[src/rtl/bus_pkg.sv]
// Shared constants and types for the bus time-slice scheduler.
package bus_pkg;

    // Slot start phases within the 16-phase CPU cycle
    localparam logic [3:0] PHASE_VID       = 4'd2;
    localparam logic [3:0] PHASE_SPI       = 4'd4;
    localparam logic [3:0] PHASE_SPI_BONUS = 4'd10;
    localparam logic [3:0] PHASE_CPU       = 4'd8;

    // Length in clocks of the video and SPI slots
    localparam logic [3:0] SLOT_LEN = 4'd2;

    typedef enum logic [1:0] {
        IDLE,
        GRANT,
        DONE,
        RELEASE
    } spi_state_t;

    // True when phase lies inside the slot that begins at start
    function automatic logic in_slot(input logic [3:0] phase, input logic [3:0] start);
        logic [3:0] offset;
        offset = phase - start;
        return offset < SLOT_LEN;
    endfunction

endpackage

[src/rtl/bus_phase_gen.sv]
// Phase counter for the 16-clock CPU cycle plus the derived 1 MHz CPU clock.
module bus_phase_gen (
    input  logic       clk_i,
    input  logic       reset_i,
    output logic [3:0] phase_o,
    output logic [3:0] phase_next_o,
    output logic       clk_cpu_o
);

    logic [3:0] phase_q;
    logic       clk_cpu_q;

    // Next phase; the scheduler decodes its registered outputs from this value
    always_comb begin
        phase_next_o = phase_q + 4'd1;
    end

    // Phase counter and phi2 register (high during phases 8-15)
    always_ff @(posedge clk_i or posedge reset_i) begin
        if (reset_i) begin
            phase_q   <= 4'd0;
            clk_cpu_q <= 1'b0;
        end else begin
            phase_q   <= phase_next_o;
            clk_cpu_q <= phase_next_o[3];
        end
    end

    assign phase_o   = phase_q;
    assign clk_cpu_o = clk_cpu_q;

endmodule

[src/rtl/bus_scheduler.sv]
// Time-slices the shared bus between video, SPI bridge and CPU within each CPU cycle.
module bus_scheduler
    import bus_pkg::*;
#(
    parameter bit SPI_BONUS_EN = 1'b1,
    parameter bit VID_EN       = 1'b1
) (
    input  logic       clk_16_i,
    input  logic       reset_i,
    input  logic       cpu_valid_i,
    output logic       clk_cpu_o,
    output logic       cpu_enable_o,
    input  logic       spi_valid_i,
    output logic       spi_enable_o,
    output logic       spi_ready_o,
    input  logic       vid_valid_i,
    output logic       vid_enable_o,
    output logic       vid_strobe_o,
    output logic [3:0] phase_o
);

    // Request sample points sit one clock before the slot they feed
    localparam logic [3:0] VID_SAMPLE   = PHASE_VID - 4'd1;
    localparam logic [3:0] SPI_SAMPLE   = PHASE_SPI - 4'd1;
    localparam logic [3:0] BONUS_SAMPLE = PHASE_SPI_BONUS - 4'd1;
    localparam logic [3:0] CPU_SAMPLE   = PHASE_CPU - 4'd1;
    localparam logic [3:0] VID_LAST     = PHASE_VID + SLOT_LEN - 4'd1;
    localparam logic [3:0] SPI_LAST     = PHASE_SPI + SLOT_LEN - 4'd1;
    localparam logic [3:0] BONUS_LAST   = PHASE_SPI_BONUS + SLOT_LEN - 4'd1;

    logic [3:0] phase_q;
    logic [3:0] phase_d;

    logic       cpu_grant_q, cpu_grant_d;
    logic       cpu_enable_q, cpu_enable_d;
    logic       vid_enable_q, vid_enable_d;
    logic       vid_strobe_q, vid_strobe_d;
    logic       spi_enable_q, spi_ready_q;
    spi_state_t state_q, state_d;

    bus_phase_gen u_phase_gen (
        .clk_i        (clk_16_i),
        .reset_i      (reset_i),
        .phase_o      (phase_q),
        .phase_next_o (phase_d),
        .clk_cpu_o    (clk_cpu_o)
    );

    // CPU and video grant decode against the next phase
    always_comb begin
        cpu_grant_d = cpu_grant_q;
        if (phase_q == CPU_SAMPLE) begin
            cpu_grant_d = cpu_valid_i;
        end
        cpu_enable_d = (phase_d >= PHASE_CPU) && cpu_grant_d;

        vid_enable_d = 1'b0;
        if (VID_EN) begin
            if (phase_q == VID_SAMPLE) begin
                vid_enable_d = vid_valid_i;
            end else if (in_slot(phase_d, PHASE_VID)) begin
                vid_enable_d = vid_enable_q;
            end
        end
        vid_strobe_d = vid_enable_d && (phase_d == VID_LAST);
    end

    // SPI access FSM: grant on a sample point, pulse ready, hold off until valid drops
    always_comb begin
        state_d = state_q;
        unique case (state_q)
            IDLE: begin
                if (spi_valid_i && (phase_q == SPI_SAMPLE)) begin
                    state_d = GRANT;
                end else if (SPI_BONUS_EN && spi_valid_i && !cpu_grant_q &&
                             (phase_q == BONUS_SAMPLE)) begin
                    state_d = GRANT;
                end
            end
            GRANT: begin
                if ((phase_q == SPI_LAST) || (phase_q == BONUS_LAST)) begin
                    state_d = DONE;
                end
            end
            DONE: begin
                // A command dropped during the access needs no release wait
                state_d = spi_valid_i ? RELEASE : IDLE;
            end
            RELEASE: begin
                if (!spi_valid_i) begin
                    state_d = IDLE;
                end
            end
            default: state_d = IDLE;
        endcase
    end

    // SPI state register
    always_ff @(posedge clk_16_i or posedge reset_i) begin
        if (reset_i) begin
            state_q <= IDLE;
        end else begin
            state_q <= state_d;
        end
    end

    // Registered grant outputs, aligned with phase_q
    always_ff @(posedge clk_16_i or posedge reset_i) begin
        if (reset_i) begin
            cpu_grant_q  <= 1'b0;
            cpu_enable_q <= 1'b0;
            vid_enable_q <= 1'b0;
            vid_strobe_q <= 1'b0;
            spi_enable_q <= 1'b0;
            spi_ready_q  <= 1'b0;
        end else begin
            cpu_grant_q  <= cpu_grant_d;
            cpu_enable_q <= cpu_enable_d;
            vid_enable_q <= vid_enable_d;
            vid_strobe_q <= vid_strobe_d;
            spi_enable_q <= (state_d == GRANT);
            spi_ready_q  <= (state_d == DONE);
        end
    end

    assign cpu_enable_o = cpu_enable_q;
    assign vid_enable_o = vid_enable_q;
    assign vid_strobe_o = vid_strobe_q;
    assign spi_enable_o = spi_enable_q;
    assign spi_ready_o  = spi_ready_q;
    assign phase_o      = phase_q;

endmodule

[config.mk]
export PLATFORM = sky130hd
export DESIGN_NAME = bus_scheduler
export DESIGN_NICKNAME = d
export VERILOG_FILES = /design/src/rtl/bus_pkg.sv /design/src/rtl/bus_phase_gen.sv /design/src/rtl/bus_scheduler.sv
export SDC_FILE = /design/constraint.sdc
export NUM_CORES = 1
export LEC_CHECK = 0
export CORE_UTILIZATION = 44
export CTS_BUF_LIST = sky130_fd_sc_hd__clkbuf_8
export CTS_CLUSTER_DIAMETER = 60
export DETAILED_ROUTE_END_ITERATION = 10
export GPL_ROUTABILITY_DRIVEN = 0
export PLACE_DENSITY = 0.74
export REMOVE_ABC_BUFFERS = 1
export SYNTH_ARGS = -nofsm -noshare
export SYNTH_HDL_FRONTEND = slang
export SYNTH_SLANG_ARGS = --single-unit
[constraint.sdc]
create_clock -name clk_16_i -period 2.9 [get_ports clk_16_i]
set_input_delay 0.29 -clock clk_16_i [delete_from_list [all_inputs] [get_ports clk_16_i]]
set_output_delay 0.29 -clock clk_16_i [all_outputs]
set_load 0.01 [all_outputs]
==> impl_metrics.yaml <==
clock_tree:
  cts_resized: 0
  cts_buffers: 3
  clkLatencyLatePin_ns: 0.25
  htreeDepth: 1
  cts_tree: "done"
  cts_max_path_buffers: 2
  path_clk_slew_ns: 0.05
  cts_sinks: 12
  cts_root_buf: "clkbuf_8"
  hold_buffers: 0
  cts_setup_buffers: 0
finish:
  drive_gt1_frac: 0.08696
  nFillCells: 108
  fin_area_um2: 803.3
  syn_to_final_growth_pct: 32.10
  nets: 79
  n_antenna_cell: 0
synthesis:
  synth.top_cell.area_share: 0.4938
  yosysWarnings: 0
  synth_async_sr_flop_share: 1.000
  ys_seq_area_frac: 0.4938
  yosys_register_bits: 12
  netlist_instances: 53
  synthDistinctLibCells: 27
  syn_area_um2: 608.1
  yosys.area.top_type: "dfrtp_1"
  synthTopCellsByArea: "dfrtp_1 49%, ha_1 8.2%, xor3_1 3.9%"
  syn_area_per_cell_um2: 11.47
  synth_edf_count: 0
  ys_dominant_reg_cell: "dfrtp_1"
routing:
  drc: 0
  drtPass1Iterations: 4
  routedWlPerCell_um: 12.56
  initialDrtViolationCount: 3
  routed_via_density: 5.083
  vias: 427
  ant_nets: 0
  wl_um: 1055
floorplan:
  start_util: 0.4732
  die_x_um: 39.18
  dieArea_um2: 1535
  io_pins: 15
  die_h_um: 39.18
  core_area_um2: 1285
  rows: 13
setup_path:
  crit_path_frequent_cell: "ha_1"
  criticalPathCategory: "reg2reg"
  r2r_end: "vid_enable_o"
  cp_data_arrival_time_ns: 1.93
  cp.required_ns: 3.04
  reg2reg_setup_slack_ns: 1.11
  endpoint_kind: "flip-flop"
  cp_top_family: "XOR/XNOR gates"
  cp_slowest_cell: "dfrtp_1"
  rr_startpoint: "u_phase_gen.phase_o[0]"
  path_cells: "ha_1 > xnor2_1 > ha_1 > xor3_1 > a21o_1"
  cp-start-kind: "flip-flop"
  critical_path_peak_fanout: 5
  r2r_cells: 5
  path_buf_inv: 0
  critical_path.max_stage_delay_ns: 0.42
power_and_ir_drop:
  leakage_nw: 0.3778
  total_power_uw: 405.1
  cellPowerDensity_nw_per_um2: 504.4
  ir_worst_vdd_v: 0.0001976
sta:
  report.final.slew_viol_count: 0
  fin_tns_setup_ns: 0
  setup_viol: 0
  hold_viol_final: 0
  rsz0062_at_grt: "no"
  period_share: 0.6174
  finClkSkew_ns: 0.002587
  slew-limit-headroom: 0.6981
  tightest_slew_ns: 0.4523
  max_freq_mhz: 558.5
  min_period_ns: 1.790
hold_path:
  hp-class: "in2async"
global_routing:
  grt_pass1_wl_um: 1635
  grt_max_degree: 13
  grt_overflow: 0
  grtUsageTotal: 0.1820
  antenna_found_initial: 0
  grt_pass1_vias: 382
status:
  status: "complete, no violations"
job:
  cap_violations: 0
placed_design:
  dpl_cell_area_um2: 748.2
  post-dp-hpwl_um: 775.5
  io_buffers: 14
[cell families after synthesis]
| kind of cell | count (synthesis) | share of synthesized area |
|---|---|---|
| buffers and inverters | 8 | 0.06790 |
| AO/OA/AOI/OAI | 9 | 0.1049 |
| flip-flops | 12 | 0.4938 |
| adder cells (fa/ha/maj) | 4 | 0.08231 |
| XOR/XNOR | 3 | 0.06790 |
| AND/OR/NAND/NOR | 16 | 0.1584 |
| multiplexers | 1 | 0.02468 |
[sequential cells by signal (all words and copies together), names as in the netlist]
signal                 count
spi_ready_o                1
cpu_enable_o               1
u_phase_gen.phase_o        3
state_q                    2
cpu_grant_q                1
spi_enable_o               1
u_phase_gen.clk_cpu_o      1
vid_strobe_o               1
vid_enable_o               1
[cell type report]
type | instances | area (µm²) | area share
Sequential cell | 12 | 300.3 | 0.3738
Tap cell | 15 | 18.77 | 0.02336
Inverter | 6 | 22.52 | 0.02804
Multi-Input combinational cell | 33 | 266.5 | 0.3318
Timing Repair Buffer | 14 | 140.1 | 0.1745
Clock buffer | 4 | 55.05 | 0.06854
[per-layer routing]
metal,vias to the layer above,part of all wire,GRT usage
met1,198,0.43,0.1673
met2,13,0.47,0.2875
met3,5,0.067,0.09827
li1,211,-,-
met4,0,0.032,0.1552
met5,-,0,0
[layout by cell type (no fill, tap or decap), types with 2 or more instances in the layout]
master           count
clkbuf_8             4
clkdlybuf4s50_1     14
dfrtp_1             12
ha_1                 4
inv_1                6
nand2_1              3
nand3b_1             2
nor2_1               2
nor2b_1              2
o211ai_1             3
[Yosys cell counts (2+ instances only)]
cell      count
inv_1         6
dfrtp_1      12
nor2_1        2
ha_1          4
nand3b_1      2
nand2_1       3
nor2b_1       2
o211ai_1      3
[stage by stage]
stage / std cells / hold WS, ns / setup slack (ns) / util
detailed placement: 80 / 0.4544 / 1.118 / 0.5823
global placement: 80 / 0.4488 / 1.193 / 0.5823
finish: 84 / 0.3532 / 1.110 / 0.6251
CTS: 84 / 0.3696 / 1.097 / 0.6251
floorplan: 51 / 0.1547 / 1.195 / -
global route: 84 / 0.3980 / 0.9714 / 0.6251
[how the worst max path moves through the flow]
stage	to	startpoint	cells after the start
after floorplan	vid_enable_o	u_phase_gen.phase_o[0]	5
final	vid_enable_o	u_phase_gen.phase_o[0]	5
after global routing	vid_enable_o	u_phase_gen.phase_o[0]	5
after CTS	vid_enable_o	u_phase_gen.phase_o[0]	5
after global placement	vid_enable_o	u_phase_gen.phase_o[0]	5
after detailed placement	vid_enable_o	u_phase_gen.phase_o[0]	5
[where the power goes]
group	total (mW)	internal [mW]	switching, mW
logic	0.0368	0.0204	0.0164
clock network	0.186	0.120	0.0661
registers	0.182	0.177	0.00490
total	0.405	0.318	0.0874
No activity file was read; power rests on OpenSTA's default activity.
